**config.mk**
```make
export PLATFORM = sky130hd
export DESIGN_NAME = dist_frame_packer_flat
export DESIGN_NICKNAME = d
export VERILOG_FILES = /design/src/rtl/dist_frame_packer_if.sv /design/src/rtl/dist_frame_packer.sv /design/src/flat_wrapper.sv
export SDC_FILE = /design/constraint.sdc
export NUM_CORES = 1
export LEC_CHECK = 0
export BUFFER_PORTS_ARGS = -buffer_cell sky130_fd_sc_hd__buf_4
export CORE_UTILIZATION = 61
export CTS_BUF_LIST = sky130_fd_sc_hd__clkbuf_4
export CTS_CLUSTER_SIZE = 24
export DETAILED_ROUTE_END_ITERATION = 12
export GPL_TIMING_DRIVEN = 0
export PLACE_DENSITY = 0.77
export RECOVER_POWER = 25
export SYNTH_ARGS = -nofsm -noshare
export SYNTH_HDL_FRONTEND = slang
export SYNTH_SLANG_ARGS = --single-unit
```
**constraint.sdc**
```tcl
create_clock -name clk -period 4.9 [get_ports clk]
set_input_delay 0.49 -clock clk [delete_from_list [all_inputs] [get_ports clk]]
set_output_delay 0.49 -clock clk [all_outputs]
set_load 0.05 [all_outputs]
```
**src/rtl/dist_frame_packer_if.sv**
```systemverilog
// dist_frame_packer_if
// Byte-frame handshake between dist_frame_packer and the W5500 TX path.
//   o_dat_tx_req : frame ready, held high until the frame is sent
//   o_dat        : current frame byte (first-word-fall-through)
//   o_dat_len    : frame length in bytes
//   dat_tx_rden  : W5500 consumed the current byte
//   dat_tx_end   : W5500 finished sending the frame
// Modports: master = packer side, slave = W5500 side.
interface dist_frame_packer_if;
    logic        o_dat_tx_req;
    logic [7:0]  o_dat;
    logic [15:0] o_dat_len;
    logic        dat_tx_rden;
    logic        dat_tx_end;

    modport master (
        output o_dat_tx_req, o_dat, o_dat_len,
        input  dat_tx_rden, dat_tx_end
    );

    modport slave (
        input  o_dat_tx_req, o_dat, o_dat_len,
        output dat_tx_rden, dat_tx_end
    );
endinterface

```
**src/rtl/dist_frame_packer.sv**
```systemverilog
// dist_frame_packer
// Captures 19-bit samples between flag_start and flag_end, then presents
// one checksummed byte frame to the W5500 TX path:
//   A5 5A SEQ N {5'b0,d[18:16]} d[15:8] d[7:0] ... CKS
// Ports:
//   clk, rst_n          : clock, asynchronous active-low reset
//   data_in, data_vld   : sample and its valid strobe
//   flag_start/flag_end : capture window open/close pulses
//   tx (master modport) : W5500 request/byte/length/read-enable/end handshake
//   o_busy              : high whenever not IDLE
//   o_ovf               : sticky sample-dropped flag, cleared by a new window
//   o_tx_timeout        : one-cycle pulse when a frame is abandoned
// Optional feature: define FRAME_TIMEOUT_EN to abandon a frame whose
// dat_tx_end does not arrive within TIMEOUT_CYC cycles of entering REQ.
module dist_frame_packer #(
    parameter int MAX_SAMPLES = 16,
    parameter int TIMEOUT_CYC = 50_000_000
) (
    input  logic                 clk,
    input  logic                 rst_n,
    input  logic [18:0]          data_in,
    input  logic                 data_vld,
    input  logic                 flag_start,
    input  logic                 flag_end,
    dist_frame_packer_if.master  tx,
    output logic                 o_busy,
    output logic                 o_ovf,
    output logic                 o_tx_timeout
);

    typedef enum logic [2:0] {IDLE, CAPTURE, CLOSE, REQ, SEND} state_t;

    state_t      state, state_nxt;
    logic [18:0] sample_buf [MAX_SAMPLES];
    logic [6:0]  n_cnt;
    logic [7:0]  sum, seq, cks, ptr, last_ptr;
    logic [1:0]  byte_sel;
    logic [6:0]  rd_idx;
    logic [15:0] len_q;
    logic        ovf_q;
    logic        cap_ok, wr_en, sending, timeout_hit;
    logic [6:0]  wr_idx, n_after;
    logic [7:0]  samp_sum, byte_cur;
    logic [18:0] rd_word;

    assign sending  = (state == REQ) || (state == SEND);
    assign cap_ok   = data_vld && (n_cnt < 7'(MAX_SAMPLES));
    assign n_after  = n_cnt + {6'd0, cap_ok};
    assign samp_sum = {5'd0, data_in[18:16]} + data_in[15:8] + data_in[7:0];
    // A repeated flag_start restarts the window, so its sample lands at 0.
    assign wr_en    = (state == CAPTURE) && data_vld && (flag_start || cap_ok);
    assign wr_idx   = flag_start ? 7'd0 : n_cnt;

`ifdef FRAME_TIMEOUT_EN
    logic [31:0] tmo_cnt;
    logic        tmo_pulse;

    assign timeout_hit = sending && (tmo_cnt == 32'(TIMEOUT_CYC - 1));

    // Counter is zero on the first REQ cycle; a dat_tx_end arriving in the
    // expiry cycle wins and the frame completes normally.
    always_ff @(posedge clk or negedge rst_n) begin
        if (!rst_n) begin
            tmo_cnt   <= '0;
            tmo_pulse <= 1'b0;
        end else begin
            tmo_pulse <= timeout_hit && !tx.dat_tx_end;
            if (state == CLOSE)
                tmo_cnt <= '0;
            else if (sending)
                tmo_cnt <= tmo_cnt + 32'd1;
        end
    end

    assign o_tx_timeout = tmo_pulse;
`else
    logic unused_timeout_cfg;
    assign unused_timeout_cfg = (TIMEOUT_CYC != 0);
    assign timeout_hit        = 1'b0;
    assign o_tx_timeout       = 1'b0;
`endif

    always_ff @(posedge clk or negedge rst_n) begin
        if (!rst_n)
            state <= IDLE;
        else
            state <= state_nxt;
    end

    always_comb begin
        state_nxt = state;
        case (state)
            IDLE:    if (flag_start) state_nxt = CAPTURE;
            CAPTURE: begin
                if (!flag_start && flag_end)
                    state_nxt = (n_after == 7'd0) ? IDLE : CLOSE;
            end
            CLOSE:   state_nxt = REQ;
            REQ: begin
                if (tx.dat_tx_end || timeout_hit) state_nxt = IDLE;
                else if (tx.dat_tx_rden)          state_nxt = SEND;
            end
            SEND:    if (tx.dat_tx_end || timeout_hit) state_nxt = IDLE;
            default: state_nxt = IDLE;
        endcase
    end

    // Sample storage has no reset; only indices below n_cnt are ever read.
    always_ff @(posedge clk) begin
        for (int i = 0; i < MAX_SAMPLES; i++)
            if (wr_en && (wr_idx == 7'(i)))
                sample_buf[i] <= data_in;
    end

    // Capture bookkeeping, checksum/length latch and byte pointer.
    // byte_sel/rd_idx follow the pointer through the sample region so the
    // buffer address never needs a divide by three.
    always_ff @(posedge clk or negedge rst_n) begin
        if (!rst_n) begin
            n_cnt    <= '0;
            sum      <= '0;
            seq      <= '0;
            cks      <= '0;
            ptr      <= '0;
            last_ptr <= '0;
            byte_sel <= '0;
            rd_idx   <= '0;
            len_q    <= '0;
            ovf_q    <= 1'b0;
        end else begin
            case (state)
                IDLE: begin
                    if (flag_start) begin
                        n_cnt <= '0;
                        sum   <= '0;
                        ovf_q <= 1'b0;
                    end
                end
                CAPTURE: begin
                    if (flag_start) begin
                        n_cnt <= data_vld ? 7'd1 : 7'd0;
                        sum   <= data_vld ? samp_sum : 8'd0;
                    end else if (data_vld) begin
                        if (cap_ok) begin
                            n_cnt <= n_cnt + 7'd1;
                            sum   <= sum + samp_sum;
                        end else begin
                            ovf_q <= 1'b1;
                        end
                    end
                end
                CLOSE: begin
                    // 8'hFF is the header constant A5 + 5A.
                    cks      <= sum + 8'hFF + seq + {1'b0, n_cnt};
                    len_q    <= 16'd5 + 16'd3 * {9'd0, n_cnt};
                    last_ptr <= 8'd4 + 8'd3 * {1'b0, n_cnt};
                    ptr      <= '0;
                    byte_sel <= '0;
                    rd_idx   <= '0;
                end
                REQ, SEND: begin
                    if (tx.dat_tx_end) begin
                        seq <= seq + 8'd1;
                    end else if (tx.dat_tx_rden && (ptr != last_ptr)) begin
                        ptr <= ptr + 8'd1;
                        if (ptr >= 8'd4) begin
                            if (byte_sel == 2'd2) begin
                                byte_sel <= '0;
                                rd_idx   <= rd_idx + 7'd1;
                            end else begin
                                byte_sel <= byte_sel + 2'd1;
                            end
                        end
                    end
                end
                default: ;
            endcase
        end
    end

    always_comb begin
        rd_word = '0;
        for (int i = 0; i < MAX_SAMPLES; i++)
            if (rd_idx == 7'(i))
                rd_word = sample_buf[i];
    end

    // Frame byte at the current pointer; the checksum test comes first
    // because the last pointer value may coincide with a sample position.
    always_comb begin
        byte_cur = 8'h00;
        if (sending) begin
            if (ptr == last_ptr)
                byte_cur = cks;
            else begin
                case (ptr)
                    8'd0:    byte_cur = 8'hA5;
                    8'd1:    byte_cur = 8'h5A;
                    8'd2:    byte_cur = seq;
                    8'd3:    byte_cur = {1'b0, n_cnt};
                    default: begin
                        case (byte_sel)
                            2'd0:    byte_cur = {5'd0, rd_word[18:16]};
                            2'd1:    byte_cur = rd_word[15:8];
                            default: byte_cur = rd_word[7:0];
                        endcase
                    end
                endcase
            end
        end
    end

    assign tx.o_dat_tx_req = sending;
    assign tx.o_dat        = byte_cur;
    assign tx.o_dat_len    = len_q;
    assign o_busy          = (state != IDLE);
    assign o_ovf           = ovf_q;

endmodule

```
**src/flat_wrapper.sv**
```systemverilog
// flat-port wrapper written by rule: the top's interface ports become plain ports
module dist_frame_packer_flat 
#(
    parameter int MAX_SAMPLES = 16,
    parameter int TIMEOUT_CYC = 50_000_000
)
  (clk, rst_n, data_in, data_vld, flag_start, flag_end, o_busy, o_ovf, o_tx_timeout, tx_o_dat_tx_req, tx_o_dat, tx_o_dat_len, tx_dat_tx_rden, tx_dat_tx_end);
  dist_frame_packer_if tx_i ();
  input  logic clk;
  input  logic rst_n;
  input  logic [18:0] data_in;
  input  logic data_vld;
  input  logic flag_start;
  input  logic flag_end;
  output logic o_busy;
  output logic o_ovf;
  output logic o_tx_timeout;
  output wire logic [$bits(tx_i.o_dat_tx_req)-1:0] tx_o_dat_tx_req;
  output wire logic [$bits(tx_i.o_dat)-1:0] tx_o_dat;
  output wire logic [$bits(tx_i.o_dat_len)-1:0] tx_o_dat_len;
  input wire logic [$bits(tx_i.dat_tx_rden)-1:0] tx_dat_tx_rden;
  input wire logic [$bits(tx_i.dat_tx_end)-1:0] tx_dat_tx_end;
  assign tx_o_dat_tx_req = tx_i.o_dat_tx_req;
  assign tx_o_dat = tx_i.o_dat;
  assign tx_o_dat_len = tx_i.o_dat_len;
  assign tx_i.dat_tx_rden = tx_dat_tx_rden;
  assign tx_i.dat_tx_end = tx_dat_tx_end;
  dist_frame_packer #(.MAX_SAMPLES(MAX_SAMPLES), .TIMEOUT_CYC(TIMEOUT_CYC)) u_core (.clk(clk), .rst_n(rst_n), .data_in(data_in), .data_vld(data_vld), .flag_start(flag_start), .flag_end(flag_end), .tx(tx_i), .o_busy(o_busy), .o_ovf(o_ovf), .o_tx_timeout(o_tx_timeout));
endmodule
```
==> impl_metrics.py <==
metrics = {
    "run_status": {
        "violations": "negative setup slack",
        "status": "finished, violations left",
    },
    "critical_path": {
        "r2r_start": "u_core.state[1]",
        "cp_max_fo": 10,
        "crit_path_end_kind": "output port",
        "crit_required_ns": 4.41,
        "critPathArrivalTime_ns": 4.44,
        "crit_path_start": "u_core.rd_idx[0]",
        "critPathKind": "flop to output port",
        "start_kind": "flop",
    },
    "drt": {
        "antenna_left": 0,
        "viasPerCell": 6.682,
        "drc": 0,
        "vias": 13724,
        "drt_iter0_markers": 2111,
        "totalWireLength_um": 53750,
        "wl_per_cell_um": 26.17,
        "drtPass1Iterations": 7,
    },
    "logic_synthesis": {
        "netlist_instances": 1433,
        "synth-seq-cells": 373,
        "async_flop_share": 0.1850,
        "synthTopCellsByArea": "edfxtp_1 (51%), dfrtp_1 (9.7%), ha_1 (4.0%)",
        "synth_top_area_frac": 0.5111,
        "yosys_warnings": 0,
        "ys_seq_area_frac": 0.6078,
        "synth-edff-count": 304,
        "ys_types": 93,
        "syn-cell-area_um2": 17860,
        "synth_ff_type": "edfxtp_1",
        "synth_largest_area_cell": "edfxtp_1",
        "syn_area_per_cell_um2": 12.46,
        "synthMostInstantiatedCell": "edfxtp_1",
        "ys_top_cells_by_count": "edfxtp_1 (304), nand2_1 (120), o21ai_0 (100)",
    },
    "clock_tree": {
        "post_cts_buffers": 0,
        "clkTransAtPathRegs_ns": 0.07,
        "htree_levels": 3,
        "cts_tree": "done",
        "clk_latency_ns": 0.76,
        "cts_root_buf": "clkbuf_4",
        "cts_inserted_buffers": 93,
        "clk_path_buf_depth": 3,
        "cts.sinks": 373,
    },
    "final_layout": {
        "final_nets": 1692,
        "fin_util": 0.6996,
        "area_growth_pct": 12.74,
        "drive_above_1_share": 0.1756,
    },
    "sta": {
        "min_period_ns": 4.926,
        "rsz0062_at_grt": "yes",
        "slew_viol_final": 0,
        "setup_tns_ns": -0.02645,
        "fmax_mhz": 203.0,
        "setup_viol_count_final": 1,
        "tightestPinTransition_ns": 1.115,
        "hold_viol": 0,
        "min_period_over_period": 1.005,
        "skew_ns": 0.05982,
        "relSlewSlack": 0.2567,
        "setup_ws_ns": -0.02645,
    },
    "power_and_ir_drop": {
        "switching_power_mw": 4.335,
        "p_int_mw": 6.330,
        "leakagePower_nw": 7.388,
        "combPwrFrac": 0.405,
        "ir_drop_uv": 325.9,
        "pwr-share-seq": 0.356,
        "cellPowerDensity_nw_per_um2": 529.7,
        "switching_share": 0.4064,
        "p_clk_frac": 0.239,
    },
    "floorplan": {
        "core_um2": 28780,
        "rows": 62,
        "io_pins": 54,
        "initial_core_util": 0.6206,
        "die_w_um": 173.1,
        "die_area_um2": 29970,
        "die_h_um": 173.1,
    },
    "placed_design": {
        "dp_hpwl_um": 37330,
        "io_buffers": 43,
        "gp_congestion": 0.9562,
    },
    "worst_hold_path": {
        "worstHoldStart": "tx_dat_tx_rden",
        "hold_path_class": "input pin to flop",
    },
    "global_route": {
        "overflow": 0,
        "antenna_found_initial": 1,
        "grt_pass1_wl_um": 80340,
        "grt_max_degree": 70,
        "grt_pass1_vias": 13256,
        "grt_usage": 0.3618,
    },
    "run": {
        "maxCapViolCount": 0,
    },
}
-- stage by stage --
stage	power, mW	hold WS [ns]	std cells	instance area (um^2)	worst slack, ns
2_1_floorplan	6.603	0.1944	1440	17890	1.168
3_3_place_gp	7.878	0.4601	1867	18690	0.6497
3_5_place_dp	8.000	0.4673	1883	19020	0.6210
4_1_cts	10.52	0.07572	2053	20190	0.03912
5_1_grt	11.15	0.1063	2054	20140	-0.02039
6_report	10.66	0.1029	2054	20140	-0.02645
-- area by class of cell --
type	instances	area (um^2)
flip-flops and latches	373	10860
well taps	384	480.5
multi-input cells	928	6404
diodes	1	2.502
clock inverters	38	177.7
clock buffers	131	983.4
fillers	2050	8645
inverters	61	229.0
repair buffers	60	548.0
plain buffers	78	455.4
-- cells in the final DEF (no fill, tap or decap), drive strengths merged, types with 39 or more instances in the layout --
cell / Yosys / layout
nor2: 89 / 89
buf: 41 / 82
dfrtp: 69 / 69
nand2: 121 / 121
inv: 61 / 65
clkbuf: 37 / 186
edfxtp: 304 / 304
a21oi: 74 / 74
ha: 57 / 57
o21ai: 106 / 106
xnor2: 39 / 39
-- kinds of logic (layout without fill, tap and decap cells) --
| kind of cell | Yosys count | count (layout) | synth area share |
|---|---|---|---|
| muxes | 3 | 3 | 0.001821 |
| buffers and inverters | 139 | 368 | 0.03790 |
| DFF | 373 | 373 | 0.6078 |
| adders and majority gates | 71 | 71 | 0.05562 |
| other | 1 | 9 | 0.0002100 |
| xor gates and xnor gates | 58 | 58 | 0.02844 |
| and+or+nand+nor | 365 | 365 | 0.1040 |
| AOI/OAI and AO/OA | 423 | 423 | 0.1642 |
-- state kept, by name, indices dropped and copies added, names as in the netlist --
register	cells
u_core.sample_buf	304
u_core.tx.o_dat_len	9
u_core.cks	8
u_core.last_ptr	8
u_core.ptr	8
u_core.seq	8
u_core.sum	8
u_core.n_cnt	7
u_core.rd_idx	7
u_core.state	3
u_core.byte_sel	2
u_core.o_ovf	1
-- critical path, cell delays in order, from the launching register on --
cell and delay [ns]:
dfrtp_1 0.39, inv_1 0.11, ha_1 0.28, buf_2 0.22
nand3b_1 0.29, nor2_2 0.15, nor2_1 0.57, o21ai_0 0.28
o22ai_1 0.38, o21ai_1 0.23, a311oi_1 0.51, buf_4 0.29
-- power by group through the flow --
stage / combinational, mW / sequential [mW] / clock [mW]
2_1_floorplan: 2.72 / 3.88 / 0
3_3_place_gp: 4.03 / 3.85 / 0
3_5_place_dp: 4.15 / 3.85 / 0
4_1_cts: 4.18 / 3.79 / 2.55
5_1_grt: 4.62 / 3.81 / 2.71
6_report: 4.32 / 3.79 / 2.55
-- routing by layer --
layer / track usage / up-vias / wire length (um)
met1: 0.4973 / 6555 / 20010
met5: 0 / - / 0
met4: 0.1633 / 0 / 2363
met2: 0.5413 / 1124 / 23800
li1: - / 5859 / -
met3: 0.09916 / 186 / 7580
-- path summary, 6_finish.rpt --
kind,end,slack (ns),depth (start not counted)
max in group asynchronous,u_core.sum[5],3.84,2
max,tx_o_dat[3],-0.03,11
min reg2reg,u_core.tx.o_dat_len[7],0.48,2
min in group asynchronous,u_core.sum[1],0.44,2
max reg2reg,u_core.sample_buf[1][89],1.44,7
min,u_core.state[2],0.10,3
-- what timing repair did --
item	4_1_cts	5_1_grt
gates resized for setup	2	12
endpoints found under the setup margin	2	5
hold buffers	1	0
pin swaps	0	0
hold endpoints to repair	69	0
Note: power is estimated with default switching activity, not from simulation.
